===== config.mk =====
export PLATFORM = sky130hd
export DESIGN_NAME = pwm_mmio_multi
export DESIGN_NICKNAME = d
export VERILOG_FILES = /design/src/rtl/pwm_mmio_multi.sv
export SDC_FILE = /design/constraint.sdc
export NUM_CORES = 1
export LEC_CHECK = 0
export ABC_AREA = 1
export BUFFER_PORTS_ARGS = -buffer_cell sky130_fd_sc_hd__buf_2
export CORE_UTILIZATION = 32
export CTS_CLUSTER_DIAMETER = 60
export DETAILED_ROUTE_END_ITERATION = 16
export GPL_TIMING_DRIVEN = 0
export SLEW_MARGIN = 20
export SYNTH_ARGS = -nofsm -noshare
export SYNTH_HDL_FRONTEND = slang
export SYNTH_SLANG_ARGS = --single-unit
export TNS_END_PERCENT = 20

===== constraint.sdc =====
create_clock -name clk -period 2.7 [get_ports clk]
set_clock_uncertainty 0.2 [all_clocks]
set_input_delay 0.135 -clock clk [delete_from_list [all_inputs] [get_ports clk]]
set_output_delay 0.135 -clock clk [all_outputs]
set_load 0.05 [all_outputs]

===== src/rtl/pwm_mmio_multi.sv =====
`default_nettype none
`timescale 1ns/1ps
// +--------------------------------------------------------------------------+
// | pwm_mmio_multi : MMIO multi-channel PWM with shadowed period/duty, per-    |
// |                  channel prescaler/polarity and masked wrap interrupts.    |
// | Rev 1.0                                                                  |
// +--------------------------------------------------------------------------+
module pwm_mmio_multi #(
  parameter int          NUM_CH  = 4,
  parameter int          CNT_W   = 16,
  parameter logic [15:0] BASE_HI = 16'hBBBB
) (
  input  logic              clk,
  input  logic              rst,
  input  logic [31:0]       addr_in,
  input  logic [31:0]       data_in,
  input  logic              wr_in,
  input  logic              rd_in,
  output logic              rd_valid_out,
  output logic [31:0]       data_out,
  output logic [NUM_CH-1:0] pwm_out,
  output logic              irq_out
);

  localparam logic [15:0] c_off_irq_status = 16'h1000;
  localparam logic [15:0] c_off_irq_mask   = 16'h1004;
  localparam logic [15:0] c_off_free_cnt   = 16'hFFFF;
  localparam logic [3:0]  c_reg_ctrl       = 4'h0;
  localparam logic [3:0]  c_reg_period     = 4'h4;
  localparam logic [3:0]  c_reg_duty       = 4'h8;

  logic             r_en       [NUM_CH];
  logic             r_inv      [NUM_CH];
  logic [7:0]       r_pre      [NUM_CH];
  logic [7:0]       r_pre_cnt  [NUM_CH];
  logic [CNT_W-1:0] r_per_sh   [NUM_CH];
  logic [CNT_W-1:0] r_duty_sh  [NUM_CH];
  logic [CNT_W-1:0] r_per_act  [NUM_CH];
  logic [CNT_W-1:0] r_duty_act [NUM_CH];
  logic [CNT_W-1:0] r_cnt      [NUM_CH];

  logic [NUM_CH-1:0] r_pwm;
  logic [NUM_CH-1:0] r_irq_status;
  logic [NUM_CH-1:0] r_irq_mask;
  logic [31:0]       r_free_cnt;
  logic [31:0]       r_rdata;
  logic              r_rd_valid;

  logic              w_hit;
  logic [15:0]       w_off;
  logic              w_wr_hit;
  logic [NUM_CH-1:0] w_wr_sel;
  logic [NUM_CH-1:0] w_tick;
  logic [NUM_CH-1:0] w_bnd;
  logic [NUM_CH-1:0] w_w1c;
  logic [31:0]       w_rdata;
  logic              w_unused;

  assign w_hit    = (addr_in[31:16] == BASE_HI);
  assign w_off    = addr_in[15:0];
  assign w_wr_hit = wr_in && w_hit;
  assign w_w1c    = (w_wr_hit && (w_off == c_off_irq_status)) ? data_in[NUM_CH-1:0] : '0;
  assign w_unused = ^data_in;

  always_comb begin
    w_wr_sel = '0;
    w_tick   = '0;
    w_bnd    = '0;
    for (int i = 0; i < NUM_CH; i++) begin
      w_wr_sel[i] = w_wr_hit && (w_off[15:4] == 12'(i));
      w_tick[i]   = r_en[i] && (r_pre_cnt[i] == r_pre[i]);
      // A boundary is the tick that finds the counter at the active period.
      w_bnd[i]    = w_tick[i] && (r_cnt[i] == r_per_act[i]);
    end
  end

  always_comb begin
    w_rdata = '0;
    if (w_off == c_off_irq_status) begin
      w_rdata[NUM_CH-1:0] = r_irq_status;
    end else if (w_off == c_off_irq_mask) begin
      w_rdata[NUM_CH-1:0] = r_irq_mask;
    end else if (w_off == c_off_free_cnt) begin
      w_rdata = r_free_cnt;
    end else begin
      for (int i = 0; i < NUM_CH; i++) begin
        if (w_off[15:4] == 12'(i)) begin
          case (w_off[3:0])
            c_reg_ctrl:   w_rdata = {16'h0, r_pre[i], 6'h0, r_inv[i], r_en[i]};
            c_reg_period: w_rdata[CNT_W-1:0] = r_per_sh[i];
            c_reg_duty:   w_rdata[CNT_W-1:0] = r_duty_sh[i];
            default:      w_rdata = '0;
          endcase
        end
      end
    end
  end

  always_ff @(posedge clk) begin
    if (rst) begin
      for (int i = 0; i < NUM_CH; i++) begin
        r_en[i]       <= 1'b0;
        r_inv[i]      <= 1'b0;
        r_pre[i]      <= '0;
        r_pre_cnt[i]  <= '0;
        r_per_sh[i]   <= '0;
        r_duty_sh[i]  <= '0;
        r_per_act[i]  <= '0;
        r_duty_act[i] <= '0;
        r_cnt[i]      <= '0;
      end
      r_pwm        <= '0;
      r_irq_status <= '0;
      r_irq_mask   <= '0;
      r_free_cnt   <= '0;
      r_rdata      <= '0;
      r_rd_valid   <= 1'b0;
    end else begin
      r_free_cnt <= r_free_cnt + 32'd1;
      r_rd_valid <= rd_in;
      if (rd_in && w_hit) begin
        r_rdata <= w_rdata;
      end
      // Set is ORed in after the clear so a same-cycle wrap wins over W1C.
      r_irq_status <= (r_irq_status & ~w_w1c) | w_bnd;
      if (w_wr_hit && (w_off == c_off_irq_mask)) begin
        r_irq_mask <= data_in[NUM_CH-1:0];
      end
      for (int i = 0; i < NUM_CH; i++) begin
        if (w_wr_sel[i] && (w_off[3:0] == c_reg_ctrl)) begin
          r_en[i]  <= data_in[0];
          r_inv[i] <= data_in[1];
          r_pre[i] <= data_in[15:8];
        end
        if (w_wr_sel[i] && (w_off[3:0] == c_reg_period)) begin
          r_per_sh[i] <= data_in[CNT_W-1:0];
        end
        if (w_wr_sel[i] && (w_off[3:0] == c_reg_duty)) begin
          r_duty_sh[i] <= data_in[CNT_W-1:0];
        end
        // While idle the active set tracks the shadows, so enabling starts
        // the first cycle with the latest programmed period/duty.
        if (!r_en[i]) begin
          r_pre_cnt[i]  <= '0;
          r_cnt[i]      <= '0;
          r_per_act[i]  <= r_per_sh[i];
          r_duty_act[i] <= r_duty_sh[i];
        end else if (w_tick[i]) begin
          r_pre_cnt[i] <= '0;
          if (w_bnd[i]) begin
            r_cnt[i]      <= '0;
            r_per_act[i]  <= r_per_sh[i];
            r_duty_act[i] <= r_duty_sh[i];
          end else begin
            r_cnt[i] <= r_cnt[i] + 1'b1;
          end
        end else begin
          r_pre_cnt[i] <= r_pre_cnt[i] + 8'd1;
        end
        r_pwm[i] <= r_en[i] & ((r_cnt[i] < r_duty_act[i]) ^ r_inv[i]);
      end
    end
  end

  assign pwm_out      = r_pwm;
  assign irq_out      = |(r_irq_status & r_irq_mask);
  assign data_out     = r_rdata;
  assign rd_valid_out = r_rd_valid;

endmodule
`default_nettype wire

==> key figures <==
Status
  • Outcome: finished with violations
  • Failing checks: design-rule violations

Power
  • Static leakage: 11.0 nW
  • Total power: 16.7 mW
  • PwrDens: 597 mW/mm^2
  • Peak supply drop: 0.000444 V

Placement
  • Worst slack, placed: -0.550 ns
  • PortBufs: 89
  • Post-DP HPWL: 50400 um
  • Routability cong.: 0.954
  • Post-DP Area: 0.0259 sq mm

Global route
  • Number of global-route vias before repair: 17400
  • Largest net degree at the start of global routing: 33
  • GRT overflow: 0
  • Initial antenna violation count: 1
  • GRT Util Overall: 17.7%
  • First-pass GRT wire length: 102000 um

Clock network
  • Max Root-Sink Buffers: 3
  • CTS sink cnt: 469
  • CTS tree: built
  • Clk root buf: clkbuf_16
  • Number of setup buffers added after CTS: 0
  • Later-pin clock latency in the skew report: 0.62 ns
  • CTS buffer count: 54
  • CTS clk-pin slew, worst paths: 0.06 ns
  • H-tree depth: 2

Cells and area
  • Final core occ: 38.2%
  • Syn-to-layout area delta: 17.3%
  • Fill cells: 7375
  • Most common cell after layout, fill and taps aside: nand2_1
  • Multi-input logic area: 0.00926 sq mm
  • Fin area: 0.0280 sq mm
  • Reg area: 0.0133 sq mm
  • Commonest non-fill, non-tap cells in the layout: 413 x nand2_1, 392 x edfxtp_1, 391 x nor2_1
  • Nets: 2916
  • Antenna Cells: 0
  • Share of layout cells above drive strength 1: 9.99%

Drt
  • Routed WL: 67700 um
  • Vias per std cell: 4.89
  • Routed Antenna Nets: 0
  • WL/cell: 17.9 um
  • Via total after detailed routing: 18500
  • First-pass DRT Iterations: 14
  • DRT iter0 DRCs: 1877
  • Detailed-route DRC error count: 1

Timing
  • Fmax: 391 MHz
  • Max-slew headroom: 31.8%
  • Final worst setup slack: 0.145 ns
  • Crit path time final: 2.55 ns
  • Setup violators final: 0
  • Final Cycle Share: 94.6%
  • Max Slew Vio Count: 0
  • RSZ-0062 raised after global routing: yes
  • Slew @ Worst Pin: 1.02 ns
  • Final hold viol count: 0

Synth
  • Sequential share of the synthesized area: 55.8%
  • Async set or reset register ratio after synthesis: 0%
  • Mapped cell area: 0.0239 sq mm
  • Syn. warnings: 0
  • Unique masters post-synth: 50
  • Mapped Avg Cell Area: 9.36 sq um
  • Cells after Synth: 2551
  • Yosys reg bits: 469
  • Main synth FF type: edfxtp_1
  • EDFF count, synth: 392

Worst hold path
  • Hold Crit Endpoint: r_irq_status[0]$_SDFF_PP0_
  • Min-Delay Path Depth: 8
  • Hold crit path type: in2reg
  • Hold Path Origin: addr_in[26]

Die
  • Die ar.: 0.0757 sq mm
  • # rows: 99
  • # IOs: 106
  • Starting Density: 32.5%
  • Core area: 0.0733 sq mm
  • Die Ht: 275 um
  • Die W: 275 um

Setup path
  • Worst reg2reg path startpoint: r_pre[3][7]$_SDFFCE_PP0P_
  • CP Class: in2reg
  • Setup crit start kind: input pin
  • Reg2reg path depth: 7
  • CP max FO: 5
  • FF-to-FF setup slack: 0.15 ns
  • Critical R2R Capture: r_per_act[3][11]$_DFFE_PP_
  • WP data arrival: 2.84 ns
  • CP Capture Type: register
  • Worst path required time: 2.99 ns

Job
  • Max cap viols: 0
[flip-flops by register name (all words and copies together) (netlist names), 32 cells and up]
register,cells
data_out,32
r_cnt,64
r_duty_act,64
r_duty_sh,64
r_free_cnt,32
r_per_act,64
r_per_sh,64
r_pre,32
r_pre_cnt,32
[synthesized netlist by cell type, types with 2 or more instances]
cell type  number  share of area [%]
nor2_2          7               0.18
buf_1           2              0.031
nor4_1          8               0.21
inv_2           9               0.14
nor2_1        392                6.2
nor3_1         55                1.2
o21a_1          4               0.13
clkbuf_1       58               0.91
buf_4           4               0.13
a21o_1          2              0.063
inv_1         285                4.5
nand3b_1        4               0.13
o21ai_0        50                1.0
nand4_1        61                1.6
o22ai_1        16               0.42
nand4_2         8               0.42
a21boi_1        6               0.19
o221ai_1       10               0.37
nor3b_1        14               0.44
nand3_1       143                3.0
nor2_4          2              0.094
ha_1           69                3.6
xnor2_1        80                2.9
buf_6           2              0.094
clkinv_1        5              0.079
nor3_2          5               0.21
or2_1           2              0.052
or2_0           2              0.052
or2_2          13               0.34
and3_1          9               0.24
xor2_1         37                1.4
o211a_1         3               0.13
dfxtp_1        77                6.5
a31oi_1         9               0.24
o211ai_1        8               0.25
a21boi_0       62                2.0
nand2_2         2              0.052
a21oi_1       183                3.8
nand2_1       416                6.5
edfxtp_1      392                 49
buf_2          26               0.55
[through the flow]
| step | setup TNS (ns) | hold WS [ns] | std cells |
|---|---|---|---|
| final | 0 | 0.0314 | 3782 |
| after global routing | -0.00241 | 0.0676 | 3782 |
| after CTS | 0 | 0.0177 | 3782 |
| after detailed placement | -42.01 | 0.174 | 3643 |
| after global placement | -318.63 | 0.155 | 3630 |
| after floorplan | -21.87 | 0.0420 | 2582 |
[critical path, stage by stage]
cell           delay [ns]
dlygate4sd3_1        0.52
buf_2                0.10
inv_1                0.07
nor2_2               0.42
nand3_1              0.23
nor2_1               0.15
dlygate4sd3_1        0.57
nor3_1               0.05
dlygate4sd3_1        0.58
[area by class of cell]
| cell class | instances | share of cell area, % |
|---|---|---|
| repair buffers | 141 | 3.60 |
| well taps | 959 | 4.29 |
| clock buffers | 75 | 5.25 |
| flip-flops and latches | 469 | 47.6 |
| inverters | 299 | 4.01 |
| plain buffers | 92 | 1.46 |
| multi-input cells | 1722 | 33.1 |
| clock inverters | 25 | 0.742 |
[repair_timing]
action / 4_1_cts / 5_1_grt
endpoints found under the hold margin: 89 / 0
setup endpoints to repair: 64 / 28
resized for setup: 2 / 9
hold buffers: 39 / 0
[kinds of logic after synthesis]
family / synth area share, %
simple gates: 21.1
flops: 55.8
buf+inv: 6.41
compound gates: 8.78
xor+xnor: 4.29
fa+ha+maj: 3.62
other cells: 0.0157
[where the power goes]
part | switching, mW | internal [mW] | total, mW
clock network | 3.06 | 4.01 | 7.06
registers | 0.247 | 8.19 | 8.43
logic | 0.784 | 0.419 | 1.20
[how the worst max path moves through the flow]
stage	start	end	slack, ns	cells after the start
after floorplan	addr_in[8]	r_duty_sh[0][0]$_SDFFCE_PN0P_	-0.20	8
after global placement	addr_in[8]	r_duty_sh[0][14]$_SDFFCE_PN0P_	-1.34	9
after detailed placement	rst	r_duty_act[0][16]$_SDFFCE_PN0P_	-0.55	5
after CTS	r_cnt[0][39]$_SDFFCE_PN0P_	r_duty_act[0][34]$_SDFFCE_PN0P_	0.02	9
after global routing	r_cnt[0][9]$_SDFFCE_PN0P_	r_per_act[0][3]$_SDFFCE_PN0P_	-0.002	9
final	wr_in	r_irq_mask[2]$_SDFFE_PP0P_	0.15	9
[layer usage]
layer | global-route usage [%] | wire, um
met5 | 0 | 0
met4 | 5.50 | 1920
met3 | 2.99 | 5880
met2 | 28.2 | 30500
met1 | 24.5 | 29400
Note: power is estimated with default switching activity, not from simulation.
